==> src/rtl/router_fsm_ctrl.sv <==
// Packet sequencing FSM for the 1x3 router: decodes the header address, drives the
// register-block state strobes and FIFO write enable, and handles full stalls and soft resets.
module router_fsm_ctrl #(
  parameter int              ADDR_W       = 2,
  parameter logic [ADDR_W-1:0] INVALID_ADDR = 2'b11
) (
  input  logic              clk,
  input  logic              reset,
  input  logic              pkt_valid,
  input  logic [ADDR_W-1:0] data_in,
  input  logic              fifo_full,
  input  logic              fifo_empty_0,
  input  logic              fifo_empty_1,
  input  logic              fifo_empty_2,
  input  logic              soft_reset_0,
  input  logic              soft_reset_1,
  input  logic              soft_reset_2,
  input  logic              parity_done,
  input  logic              low_pkt_valid,
  output logic              write_enb_reg,
  output logic              detect_add,
  output logic              lfd_state,
  output logic              ld_state,
  output logic              laf_state,
  output logic              full_state,
  output logic              rst_int_reg,
  output logic              busy,
  output logic [ADDR_W-1:0] dest_addr
);

  typedef enum logic [2:0] {
    DECODE_ADDRESS     = 3'd0,
    LOAD_FIRST_DATA    = 3'd1,
    LOAD_DATA          = 3'd2,
    LOAD_PARITY        = 3'd3,
    FIFO_FULL_STATE    = 3'd4,
    LOAD_AFTER_FULL    = 3'd5,
    WAIT_TILL_EMPTY    = 3'd6,
    CHECK_PARITY_ERROR = 3'd7
  } state_t;

  state_t              state, nxt;
  logic [ADDR_W-1:0]   sel_addr;
  logic                sel_empty;
  logic                sel_soft;
  logic                hdr_ok;

  // While decoding, the header byte itself selects the FIFO; afterwards the latched address does.
  assign sel_addr = (state == DECODE_ADDRESS) ? data_in : dest_addr;
  assign hdr_ok   = pkt_valid && (data_in != INVALID_ADDR);

  always_comb begin
    sel_empty = 1'b0;
    case (sel_addr)
      2'd0:    sel_empty = fifo_empty_0;
      2'd1:    sel_empty = fifo_empty_1;
      2'd2:    sel_empty = fifo_empty_2;
      default: sel_empty = 1'b0;
    endcase
  end

  always_comb begin
    sel_soft = 1'b0;
    case (dest_addr)
      2'd0:    sel_soft = soft_reset_0;
      2'd1:    sel_soft = soft_reset_1;
      2'd2:    sel_soft = soft_reset_2;
      default: sel_soft = 1'b0;
    endcase
  end

  always_comb begin
    nxt = state;
    case (state)
      DECODE_ADDRESS: begin
        if (hdr_ok) nxt = sel_empty ? LOAD_FIRST_DATA : WAIT_TILL_EMPTY;
      end
      LOAD_FIRST_DATA: nxt = LOAD_DATA;
      LOAD_DATA: begin
        if (fifo_full)       nxt = FIFO_FULL_STATE;
        else if (!pkt_valid) nxt = LOAD_PARITY;
      end
      LOAD_PARITY: nxt = CHECK_PARITY_ERROR;
      CHECK_PARITY_ERROR: nxt = fifo_full ? FIFO_FULL_STATE : DECODE_ADDRESS;
      FIFO_FULL_STATE: begin
        if (!fifo_full) nxt = LOAD_AFTER_FULL;
      end
      LOAD_AFTER_FULL: begin
        if (parity_done)        nxt = DECODE_ADDRESS;
        else if (low_pkt_valid) nxt = LOAD_PARITY;
        else                    nxt = LOAD_DATA;
      end
      WAIT_TILL_EMPTY: begin
        if (sel_empty) nxt = LOAD_FIRST_DATA;
      end
      default: nxt = DECODE_ADDRESS;
    endcase
    // A timeout on the FIFO this packet targets abandons the packet from any state.
    if (state != DECODE_ADDRESS && sel_soft) nxt = DECODE_ADDRESS;
  end

  // Outputs are registered from the next state so they track the state register exactly.
  always_ff @(posedge clk or negedge reset) begin
    if (!reset) begin
      state         <= DECODE_ADDRESS;
      dest_addr     <= '0;
      write_enb_reg <= 1'b0;
      detect_add    <= 1'b1;
      lfd_state     <= 1'b0;
      ld_state      <= 1'b0;
      laf_state     <= 1'b0;
      full_state    <= 1'b0;
      rst_int_reg   <= 1'b0;
      busy          <= 1'b0;
    end else begin
      state         <= nxt;
      if (state == DECODE_ADDRESS && hdr_ok) dest_addr <= data_in;
      write_enb_reg <= (nxt == LOAD_FIRST_DATA) || (nxt == LOAD_DATA) ||
                       (nxt == LOAD_PARITY)     || (nxt == LOAD_AFTER_FULL);
      detect_add    <= (nxt == DECODE_ADDRESS);
      lfd_state     <= (nxt == LOAD_FIRST_DATA);
      ld_state      <= (nxt == LOAD_DATA);
      laf_state     <= (nxt == LOAD_AFTER_FULL);
      full_state    <= (nxt == FIFO_FULL_STATE);
      rst_int_reg   <= (nxt == CHECK_PARITY_ERROR);
      busy          <= (nxt != DECODE_ADDRESS) && (nxt != LOAD_DATA);
    end
  end

endmodule

==> config.mk <==
export PLATFORM = sky130hd
export DESIGN_NAME = router_fsm_ctrl
export DESIGN_NICKNAME = d
export VERILOG_FILES = /design/src/rtl/router_fsm_ctrl.sv
export SDC_FILE = /design/constraint.sdc
export NUM_CORES = 1
export LEC_CHECK = 0
export ABC_AREA = 0
export CAP_MARGIN = 20
export CORE_MARGIN = 4
export CORE_UTILIZATION = 39
export DETAILED_ROUTE_END_ITERATION = 7
export GPL_TIMING_DRIVEN = 1
export PLACE_DENSITY = 0.69
export SKIP_CTS_REPAIR_TIMING = 1
export SYNTH_ARGS = -nofsm -noshare
export SYNTH_HDL_FRONTEND = slang
export SYNTH_SLANG_ARGS = --single-unit
==> constraint.sdc <==
create_clock -name clk -period 2.11 [get_ports clk]
set_input_delay 0.422 -clock clk [delete_from_list [all_inputs] [get_ports clk]]
set_output_delay 0.422 -clock clk [all_outputs]
set_load 0.03 [all_outputs]
==> summary.md <==
| Metric | Value |
|---|---|
| Leakage | 0.000446 uW |
| Max Clk Rate | 533 MHz |
| Reg with most FFs | state |
| CP cell instances | clkdlybuf4s50_1 |
| Port Buffers | 23 |
| Starting DRT DRC Count | 27 |
| WP depth | 1 |
| Total track usage | 14.3% |
| Initial Util | 42.7% |
| Max FFs per register | 3 |
| Setup CP Type | register to output port |
| Data arrival, critical path | 1.45 ns |
| Post-layout util | 58.8% |
| Top FF cell, synth | dfrtp_1 |
| Status | complete, no violations |
| Worst Setup Start Kind | register |
| H-tree levels | 1 |
| DIE AREA | 0.00275 mm^2 |
| WP data required | 1.69 ns |
| Via count | 678 |
| DP HPWL | 1400 um |
| Clk pwr share | 9.8% |
| Hold crit path type | input port to asynchronous set/reset pin |
| Clock skew | 0.00658 ns |
| Final nets | 118 |
| Combinational power share | 59.8% |
| Worst-Margin Slew | 0.586 ns |
| #FFs+latches synth | 13 |
| Antenna cells | 0 |
| Die Y-Extent | 52.4 um |
| Crit. End Element | output port |
| Sequential share of power | 30.4% |
| Power per Cell Area | 1470 mW/mm^2 |
| Internal power | 861 uW |
| Max-Cap Viols | 0 |
| Crit path time final | 1.88 ns |
| Wirelength, routed | 1830 um |
| Peak VDD IR | 0.708 mV |
| TritonCTS Buffers | 3 |
| Mapped Nets | 90 |
| Final Hold Vio Count | 0 |
| Post-synth EDFFs | 0 |
| Synth-to-layout area growth | 37.7% |
| Routability cong. | 0.786 |
| Final setup TNS | 0 ns |
| Drt pass-1 iters | 4 |
| DRC Markers | 0 |
| Avg Vias per Cell | 5.30 |
| WL/cell | 14.3 um |
| Post-synth ARST share | 100% |
| Number of routed nets with antenna violations | 0 |
| CP bufs+invs | 1 |
| Mean cell area of the mapped netlist | 10.1 um^2 |
| Clk sinks | 13 |
| Area of the core | 0.00180 mm^2 |
| I/O pin cnt | 24 |
| Period utilisation layout | 88.9% |
| Number of global-route vias before repair | 675 |
| Top flop regs | state x3, dest_addr x2 |
| Share of cells above drive strength 1 | 18.4% |
| Die Width | 52.4 um |
| Post-synth cell types | 34 |
| Cells after Synth | 76 |
| CTS tree | built |
| RSZ-0062 raised after global routing | no |
| Largest delay contributor family on the critical path | buffers and inverters |
| CP Max Fanout | 1 |
| Final setup fails | 0 |
| CTS max path bufs | 2 |
| Row cnt | 15 |
| First-pass GRT wire length | 2920 um |
| Worst-Skew Late Latency | 0.28 ns |
| Sw power | 697 uW |
| GR Overflow Total | 0 |
| Post-Syn Area | 769 um^2 |
| Crit-path max cell delay | 0.66 ns |
| Antenna violations before repair | 0 |
| Ys Warns | 0 |
| Clock root buffer | clkbuf_4 |
| Sequential fraction of the synthesis area | 42.4% |
| Slew headroom | 60.8% |
| Clock-pin slew on the worst setup and hold paths | 0.08 ns |
| Critical path's slowest cell | clkdlybuf4s50_1 |
| Power Total | 1560 uW |
| Worst r2r path cells | 5 |
| Switching share of power | 44.7% |
| Max Slew Vio Count | 0 |
| Largest net degree at the start of global routing | 14 |
-- final timing paths --
check | start | to | slack [ns]
min in group clk | dest_addr[0] | dest_addr[0] | 0.65
worst min-delay path | reset | write_enb_reg | 0.51
max in group asynchronous | reset | full_state | 1.21
worst max register to register | state[0] | write_enb_reg | 0.43
worst max-delay path | detect_add | detect_add | 0.23
worst min register to register | dest_addr[0] | dest_addr[0] | 0.65
-- worst register-to-register path, cell delays in order, from the launching register on --
cell	delay (ns)
dfrtp_1	0.49
inv_1	0.15
mux2_2	0.34
a32o_2	0.31
nand2_1	0.16
a32oi_1	0.12
-- metal layers --
layer	vias to the layer above	GRT usage, %	wire length (um)
li1	336	-	-
met1	315	18.1	854
met2	22	24.0	853
met3	5	1.99	88
met4	0	6.38	34
met5	-	0	0
-- kinds of logic after synthesis --
logic type,after synthesis,synth area share (%)
buffers and inverters,5,3.09
flip-flops,13,42.4
multiplexers,7,9.59
AO/OA/AOI/OAI,22,23.2
AND/OR/NAND/NOR,29,21.6
-- synthesized netlist by cell type (2+ instances only) --
| master | n | share of area [%] |
|---|---|---|
| inv_1 | 2 | 0.98 |
| o21bai_1 | 2 | 2.0 |
| dfrtp_1 | 12 | 39 |
| nor3_2 | 2 | 2.6 |
| o21ai_0 | 5 | 3.3 |
| o21a_1 | 2 | 2.0 |
| nor2_1 | 7 | 3.4 |
| nand3b_1 | 4 | 3.9 |
| nand2_1 | 6 | 2.9 |
| mux2i_1 | 4 | 5.2 |
| nor2b_1 | 3 | 2.4 |
| a32oi_1 | 2 | 2.3 |
| nor3b_1 | 2 | 2.0 |
| mux2_2 | 3 | 4.4 |
-- power by group through the flow --
stage / logic, uW / registers [uW] / clock network, uW
6_report: 932 / 474 / 152
5_1_grt: 1010 / 493 / 170
4_1_cts: 939 / 475 / 156
3_5_place_dp: 934 / 479 / 0
3_3_place_gp: 922 / 475 / 0
2_1_floorplan: 505 / 598 / 0
-- cell usage in the layout, fill, tap and decap left out, types with 2 or more instances in the layout --
cell type        Yosys  final
nor3b_1              2      2
o21bai_1             2      2
inv_1                2      2
nor3_2               2      2
nand2_1              6      6
mux2i_1              4      4
o21a_1               2      2
nor2_1               7      7
dfrtp_1             12     12
buf_4                1      2
mux2_2               3      3
o21ai_0              5      5
clkbuf_4             0      3
clkdlybuf4s50_1      0     23
a32oi_1              2      2
nor2b_1              3      3
nand3b_1             4      4
-- stage by stage --
stage	hold slack [ns]	cells	setup slack, ns	instance area, um^2
final	0.511	128	0.234	1060
after detailed placement	0.638	124	0.0893	1030
after global placement	0.631	124	0.0923	1030
after CTS	0.526	128	0.225	1060
after floorplan	0.126	76	0.422	769
after global routing	0.540	128	0.186	1060
-- final cells by class --
cell class,count,area [um^2]
repair buffers,25,245
well taps,25,31.3
clock buffers,4,26.3
fillers,170,742
inverters,3,11.3
multi-input cells,58,419
flip-flops and latches,13,327
Note: power is estimated with default switching activity, not from simulation.
